$ cat config.mk
export PLATFORM = sky130hd
export DESIGN_NAME = user_seq_capture
export DESIGN_NICKNAME = d
export VERILOG_FILES = /design/src/rtl/user_seq_capture.sv
export SDC_FILE = /design/constraint.sdc
export NUM_CORES = 1
export LEC_CHECK = 0
export CAP_MARGIN = 30
export CORE_MARGIN = 5
export CORE_UTILIZATION = 25
export CTS_CLUSTER_SIZE = 10
export DETAILED_ROUTE_END_ITERATION = 6
export GPL_TIMING_DRIVEN = 0
export HOLD_SLACK_MARGIN = 0.06
export PLACE_DENSITY = 0.47
export SYNTH_ARGS = -nofsm -noshare
export SYNTH_HDL_FRONTEND = slang
export SYNTH_SLANG_ARGS = --single-unit
export TNS_END_PERCENT = 20
$ cat constraint.sdc
create_clock -name CLK -period 2.1 [get_ports CLK]
set_input_delay 0.315 -clock CLK [delete_from_list [all_inputs] [get_ports CLK]]
set_output_delay 0.315 -clock CLK [all_outputs]
set_load 0.02 [all_outputs]
$ cat src/rtl/user_seq_capture.sv
// user_seq_capture
//   Turns debounced colour-button presses into the player's sequence for one
//   turn. Each accepted press shifts its one-hot code into DATA. DONE latches
//   and E_OUT pulses once the round length has been entered.
//
// Ports
//   CLK    system clock, rising edge
//   R      asynchronous active-low reset
//   CLR    synchronous clear at the start of each user turn
//   EN     user turn active; presses are accepted only while high
//   BTN    colour buttons, already synchronised to CLK (one-hot when valid)
//   LEVEL  presses expected this round (0 -> 1, >16 -> 16)
//   DATA   captured sequence; newest press in [3:0]
//   E_OUT  one-cycle load strobe for the downstream sequence register
//   PRESS  one-cycle pulse per accepted press
//   CNT    presses accepted since reset/CLR (0..16)
//   DONE   round length reached; held until CLR or reset
//
// State   | meaning
// RELEASE | waiting for all buttons released before a new press may start
// ARMED   | buttons released; the next one-hot code starts a debounce
// DEB     | counting consecutive edges with the captured code held
module user_seq_capture #(
  parameter int DEB_CYCLES = 4
) (
  input  logic        CLK,
  input  logic        R,
  input  logic        CLR,
  input  logic        EN,
  input  logic [3:0]  BTN,
  input  logic [4:0]  LEVEL,
  output logic [63:0] DATA,
  output logic        E_OUT,
  output logic        PRESS,
  output logic [4:0]  CNT,
  output logic        DONE
);

  typedef enum logic [1:0] {RELEASE, ARMED, DEB} state_t;

  localparam logic [15:0] DEB_LAST = 16'(DEB_CYCLES - 1);

  state_t      state;
  logic [15:0] deb_cnt;
  logic [3:0]  code;
  logic        btn_onehot;
  logic        btn_multi;
  logic [4:0]  lvl_eff;

  always_comb begin
    btn_onehot = (BTN != 4'd0) && ((BTN & (BTN - 4'd1)) == 4'd0);
    btn_multi  = (BTN != 4'd0) && !btn_onehot;
    if (LEVEL == 5'd0)
      lvl_eff = 5'd1;
    else if (LEVEL > 5'd16)
      lvl_eff = 5'd16;
    else
      lvl_eff = LEVEL;
  end

  always_ff @(posedge CLK or negedge R) begin
    if (!R) begin
      state   <= RELEASE;
      deb_cnt <= 16'd0;
      code    <= 4'd0;
      DATA    <= 64'd0;
      CNT     <= 5'd0;
      DONE    <= 1'b0;
      PRESS   <= 1'b0;
      E_OUT   <= 1'b0;
    end else begin
      PRESS <= 1'b0;
      E_OUT <= 1'b0;
      if (CLR) begin
        state   <= RELEASE;
        deb_cnt <= 16'd0;
        code    <= 4'd0;
        DATA    <= 64'd0;
        CNT     <= 5'd0;
        DONE    <= 1'b0;
      end else begin
        unique case (state)
          RELEASE: begin
            if (BTN == 4'd0)
              state <= ARMED;
          end
          ARMED: begin
            if (btn_onehot && EN && !DONE) begin
              code    <= BTN;
              deb_cnt <= 16'd1;
              state   <= DEB;
            end else if (btn_multi) begin
              state <= RELEASE;
            end
          end
          DEB: begin
            if (BTN == code && EN) begin
              if (deb_cnt == DEB_LAST) begin
                state <= RELEASE;
                // Past 16 presses the shift register is full; further
                // accepts are absorbed silently.
                if (CNT < 5'd16) begin
                  DATA  <= {DATA[59:0], code};
                  CNT   <= CNT + 5'd1;
                  PRESS <= 1'b1;
                  if (CNT + 5'd1 == lvl_eff) begin
                    DONE  <= 1'b1;
                    E_OUT <= 1'b1;
                  end
                end
              end else begin
                deb_cnt <= deb_cnt + 16'd1;
              end
            end else begin
              state <= RELEASE;
            end
          end
          default: state <= RELEASE;
        endcase
      end
    end
  end

endmodule

==> results.py, run 1 <==
metrics = {
    "yosys": {
        "yosys_warnings": 0,
        "yosysMostFrequentCell": "dfrtp_1",
        "ys_types": 56,
        "synthTopCellsByArea": "dfrtp_1 (57%), a22o_1 (15%), o31ai_1 (2.6%)",
        "syn-mean-instance-area_sq_um": 12.5,
        "synth_cells": 329,
        "synth_flop_cell": "dfrtp_1",
        "synth_edf_count": 0,
        "async_flop_share_pct": 100,
        "yosysSeqAreaShare_pct": 57.1,
        "yosys_register_bits": 94,
        "synth_top_cells_by_count": "dfrtp_1 (94), a22o_1 (69), nand3_1 (14), o31ai_1 (14)",
        "yosysTopAreaCellShare_pct": 57.1,
        "synth_top_area_cell": "dfrtp_1",
        "synthesis.area_sq_mm": 0.00412,
        "synthesis.nets": 344,
    },
    "timing": {
        "finalHoldViolCount": 0,
        "hold-worst-slack_ps": 360,
        "slew_viol_final": 0,
        "relSlewSlack_pct": 56.4,
        "finalSetupTns_ps": 0,
        "final-setup-viol-count": 0,
        "final.setup.worst_slack_ps": 78.5,
        "period_needed_ps": 2020,
        "fin_crit_sh_pct": 96.3,
        "max_freq_ghz": 0.495,
        "rsz0062_at_grt": "yes",
        "max_slew.worst_pin.slew_ps": 654,
        "fin_worst_skew_ps": 7.05,
    },
    "die": {
        "coreArea_sq_mm": 0.0163,
        "start_util_pct": 25.2,
        "row_count": 47,
        "die_area_sq_mm": 0.0191,
        "io_pins": 85,
        "die_w_um": 138,
        "fp.dieH_um": 138,
    },
    "routing": {
        "wl_per_cell_um": 17.1,
        "ant_nets": 0,
        "drtIter0Drc": 164,
        "wl_met2_um": 5230,
        "wl_met1_um": 5270,
        "dr_total_vias": 3259,
        "via_per_inst": 4.97,
        "drcViolationCount": 0,
        "firstDrtPassIters": 5,
        "highest_layer": "met4",
        "drt_wl_total_um": 11200,
        "wl_met3_um": 590,
    },
    "cells_and_area": {
        "n_antenna_cell": 0,
        "final_nets": 446,
        "syn_to_final_growth_pct": 39.0,
        "drive_gt1_share_pct": 15.4,
        "n_fill_cell": 1661,
    },
    "clock_network": {
        "cts.path.max_buffers": 2,
        "htreeDepth": 3,
        "cts.clk_slew.worst_paths_ps": 70,
        "cts-root-buf": "clkbuf_16",
        "cts_num_sinks": 94,
        "clk_latency_ps": 350,
        "cts_tree": "built",
        "cts_made_buffers": 9,
    },
    "setup_path": {
        "required_ps": 2370,
        "crit_fanout": 10,
        "cpPeakStageDelay_ps": 420,
        "start_kind": "register",
        "cp.arrival_ps": 2290,
        "slowest_stage": "dfrtp_1",
        "path_cells": "ha_4 > nor3b_4 > nand4_2 > nand2_1 > buf_2 > nor4_2 > mux2i_1",
        "worst_setup_path_end_kind": "register",
        "worstSetupPathType": "register to register",
    },
    "place": {
        "place_congestion": 0.861,
        "place_ws_ps": -639,
        "hpwl_um": 8060,
        "portBuffers": 84,
    },
    "job": {
        "max-cap-violations": 0,
    },
    "grt": {
        "grt_pass1_wl_um": 18400,
        "grt_antenna_before_repair": 0,
        "grt_pass1_vias": 3235,
        "grt_usage_pct": 12.0,
        "grt-ovfl-total": 0,
        "grt_start_max_net_pins": 55,
    },
    "power_and_ir_drop": {
        "irDropWorstVdd_uv": 388,
        "total_power_mw": 3.71,
        "p_leak_nw": 2.42,
        "pwr_density_cell_mw_per_mm2": 648,
    },
    "min_path": {
        "hp-class": "input pin to register",
    },
    "outcome": {
        "status": "completed",
    },
}
==> routing by layer <==
metal | GRT usage, % | vias up
li1 | - | 1499
met1 | 16.1 | 1668
met2 | 18.3 | 81
met3 | 4.21 | 11
met4 | 3.38 | 0
met5 | 0 | -
==> power by group <==
group	internal, mW	total (mW)	switching [mW]
logic	0.0630	0.170	0.107
clock network	0.999	1.72	0.726
registers	1.81	1.82	0.00306
total	2.87	3.71	0.836
==> final timing paths <==
check | from | end | slack (ps) | depth (start not counted)
max reg2reg | deb_cnt[0]$_DFFE_PN0P_ | deb_cnt[5]$_DFFE_PN0P_ | 80 | 7
min reg2reg | DATA[60]$_DFFE_PN0P_ | DATA[60]$_DFFE_PN0P_ | 510 | 1
max | deb_cnt[0]$_DFFE_PN0P_ | deb_cnt[5]$_DFFE_PN0P_ | 80 | 7
min | BTN[0] | code[0]$_DFFE_PN0P_ | 360 | 2
min in group asynchronous | R | DATA[58]$_DFFE_PN0P_ | 520 | 2
max in group asynchronous | R | DATA[13]$_DFFE_PN0P_ | 930 | 3
==> layout make-up <==
class	instances	area (sq um)	area share, %
Tap cell	220	275	4.81
Sequential cell	94	2350	41.1
Multi-Input combinational cell	208	1670	29.1
Clock buffer	11	253	4.41
Timing Repair Buffer	91	928	16.2
Inverter	7	26.3	0.459
Clock inverter	5	63.8	1.11
Buffer	20	159	2.78
==> stage by stage <==
stage / instances / instance area [sq um] / util [%]
floorplan: 329 / 4120 / -
global placement: 633 / 5230 / 32.0
detailed placement: 634 / 5260 / 32.2
CTS: 653 / 5660 / 34.6
global route: 656 / 5730 / 35.0
finish: 656 / 5730 / 35.0
==> cells in the final DEF, fill, tap and decap left out, drive strengths merged, types with 2 or more instances in the layout <==
cell type / n
a211oi: 3
a21oi: 14
a22o: 69
a31oi: 2
buf: 22
clkbuf: 16
clkdlybuf4s50: 79
dfrtp: 94
dlygate4sd2: 2
dlymetal6s2s: 2
ha: 2
inv: 9
mux2: 2
nand2: 13
nand2b: 4
nand3: 14
nand4: 4
nor2: 9
nor3: 8
nor4: 8
o21a: 2
o31ai: 14
o41ai: 2
or4: 9
xnor2: 8
xor2: 2
==> cells by family (layout without fill, tap and decap cells) <==
| group | after synthesis | after routing | share of synthesized area (%) |
|---|---|---|---|
| mux | 3 | 3 | 0.881 |
| flops | 94 | 94 | 57.1 |
| buf+inv | 27 | 134 | 4.25 |
| xor+xnor | 10 | 10 | 2.49 |
| simple gates | 76 | 76 | 11.7 |
| fa+ha+maj | 2 | 2 | 0.608 |
| compound gates | 117 | 117 | 23.0 |
==> critical path, delay by kind of cell, from the launching register on <==
kind	cells	cell delay [ps]
simple gates	4	830
flops	1	420
buf+inv	1	270
mux	1	220
fa+ha+maj	1	190
==> what timing repair did <==
action	4_1_cts	5_1_grt
setup endpoints to repair	84	74
buffers inserted	2	3
endpoints found under the hold margin	40	0
gates resized for setup	16	8
pin swaps	0	5
hold buffers	1	0
==> flip-flops by register name, summed over array words and instances, names as in the netlist <==
name,flops
deb_cnt,16
PRESS,1
state,2
code,4
DONE,1
CNT,5
E_OUT,1
DATA,64
Note: power is estimated with default switching activity, not from simulation.
==> inputs of run 2 (changes only) <==
- SKIP_CTS_REPAIR_TIMING: default -> 1
==> run 2 against run 1 <==
Net effect: critical path type unchanged; maximum frequency barely moved; sequential power about the same; largest power group unchanged; clock power about the same; cell area hardly changed; critical endpoint is now DATA[63]$_DFFE_PN0P_; sequential share of layout area hardly changed; highest routed layer unchanged; count of clock-buffer cells in the layout unchanged; via count is essentially flat.
==> results.py, run 2 (synthesis results as in run 1) <==
metrics = {
    "timing": {
        "slew_viol_final": 0,
        "period_needed_ps": 2020,
        "final.setup.worst_slack_ps": 76.9,
        "relSlewSlack_pct": 54.5,
        "hold-worst-slack_ps": 363,
        "max_freq_ghz": 0.494,
        "finalHoldViolCount": 0,
        "finalSetupTns_ps": 0,
        "max_slew.worst_pin.slew_ps": 682,
        "final-setup-viol-count": 0,
        "fin_crit_sh_pct": 96.3,
        "fin_worst_skew_ps": 7.14,
    },
    "die": {
        "row_count": 47,
        "start_util_pct": 25.2,
        "coreArea_sq_mm": 0.0163,
        "die_w_um": 138,
        "io_pins": 85,
        "fp.dieH_um": 138,
        "die_area_sq_mm": 0.0191,
    },
    "clock_network": {
        "cts_made_buffers": 9,
        "cts.path.max_buffers": 2,
        "cts_num_sinks": 94,
        "htreeDepth": 3,
        "cts.clk_slew.worst_paths_ps": 70,
        "clk_latency_ps": 350,
        "cts-root-buf": "clkbuf_16",
        "cts_tree": "built",
    },
    "cells_and_area": {
        "n_fill_cell": 1655,
        "stdcell_area_sq_mm": 0.00573,
        "largest_reg_flops": 64,
        "multi_input_area_sq_mm": 0.00169,
        "final_nets": 444,
        "reg_top3": "DATA x64, deb_cnt x16, CNT x5",
        "layout_common_cells": "dfrtp_1 (93), clkdlybuf4s50_1 (79), a22o_1 (69)",
        "final_common_cell": "dfrtp_1",
        "postLayoutCoreUtil_pct": 35.0,
        "n_antenna_cell": 0,
        "syn_to_final_growth_pct": 39.1,
        "top_register": "DATA",
        "register_area_sq_mm": 0.00235,
        "drive_gt1_share_pct": 15.2,
    },
    "routing": {
        "ant_nets": 0,
        "drcViolationCount": 0,
        "via_per_inst": 4.98,
        "firstDrtPassIters": 5,
        "wl_per_cell_um": 17.2,
        "drtIter0Drc": 138,
        "dr_total_vias": 3256,
        "drt_wl_total_um": 11200,
    },
    "place": {
        "place_congestion": 0.861,
        "hpwl_um": 8060,
        "portBuffers": 84,
        "place_ws_ps": -639,
        "placed_area_sq_mm": 0.00526,
    },
    "grt": {
        "grt_antenna_before_repair": 0,
        "grt_pass1_vias": 3218,
        "grt_start_max_net_pins": 55,
        "grt_usage_pct": 11.9,
        "grt-ovfl-total": 0,
        "grt_pass1_wl_um": 18300,
    },
    "power_and_ir_drop": {
        "pwr_density_cell_mw_per_mm2": 647,
        "irDropWorstVdd_uv": 390,
        "p_leak_nw": 2.42,
    },
    "min_path": {
        "hp-class": "input pin to register",
        "hold_path_depth": 2,
    },
    "setup_path": {
        "required_ps": 2330,
        "cp.arrival_ps": 2250,
        "r2r_slack_ps": 80,
        "rr_worst_depth": 8,
        "start_kind": "register",
        "worstSetupPathType": "register to register",
        "worst_setup_path_end_kind": "register",
        "crit_fanout": 10,
    },
    "outcome": {
        "status": "completed",
    },
    "job": {
        "max-cap-violations": 0,
    },
}
==> run 2: changes by cell type in the layout (fill, tap and decap cells not counted), moves of 2 or more <==
cell,delta
nor4_2,-3
dlygate4sd2_1,-2
dlymetal6s2s_1,+2
nor4_4,+2
==> run 2: worst max-delay path, cell delays in order (launching register included) <==
cell	delay, ps
dfrtp_1	430
ha_4	190
nor3b_4	240
nand4_4	180
nor2_4	200
a21oi_2	130
buf_6	210
buf_6	140
a22o_1	190
==> run 2: path summary, 6_finish.rpt <==
check | startpoint | to
max in group asynchronous | R | DATA[13]$_DFFE_PN0P_
max reg2reg | deb_cnt[0]$_DFFE_PN0P_ | DATA[63]$_DFFE_PN0P_
min reg2reg | DATA[60]$_DFFE_PN0P_ | DATA[60]$_DFFE_PN0P_
min | BTN[2] | code[2]$_DFFE_PN0P_
max | deb_cnt[0]$_DFFE_PN0P_ | DATA[63]$_DFFE_PN0P_
min in group asynchronous | R | DATA[58]$_DFFE_PN0P_
==> run 2: area by class of cell <==
class	instances	area share, %
sequential	94	41.1
multi-input combinational	208	29.5
timing repair buffer	89	15.9
tap	220	4.80
clock buffer	11	4.41
buffer	20	2.75
clock inverter	5	1.11
inverter	7	0.459
==> run 2: report_power, final <==
group | switching [mW] | leakage [nW] | internal [mW] | total [mW]
registers | 0.00378 | 1.31 | 1.81 | 1.82
clock network | 0.725 | 0.153 | 0.999 | 1.72
logic | 0.105 | 0.960 | 0.0623 | 0.168
==> run 2: stage by stage <==
| step | power [mW] | std cells |
|---|---|---|
| finish | 3.71 | 654 |
| CTS | 3.76 | 650 |
| floorplan | 1.91 | 329 |
| global route | 3.86 | 654 |
| detailed placement | 2.01 | 634 |
| global placement | 2.00 | 633 |
==> run 2: layer usage <==
metal	vias up	track usage (%)	wire length, um
met5	-	0	0
met4	0	3.28	134
met3	11	4.25	641
met2	88	18.2	5230
met1	1664	16.1	5230
li1	1493	-	-
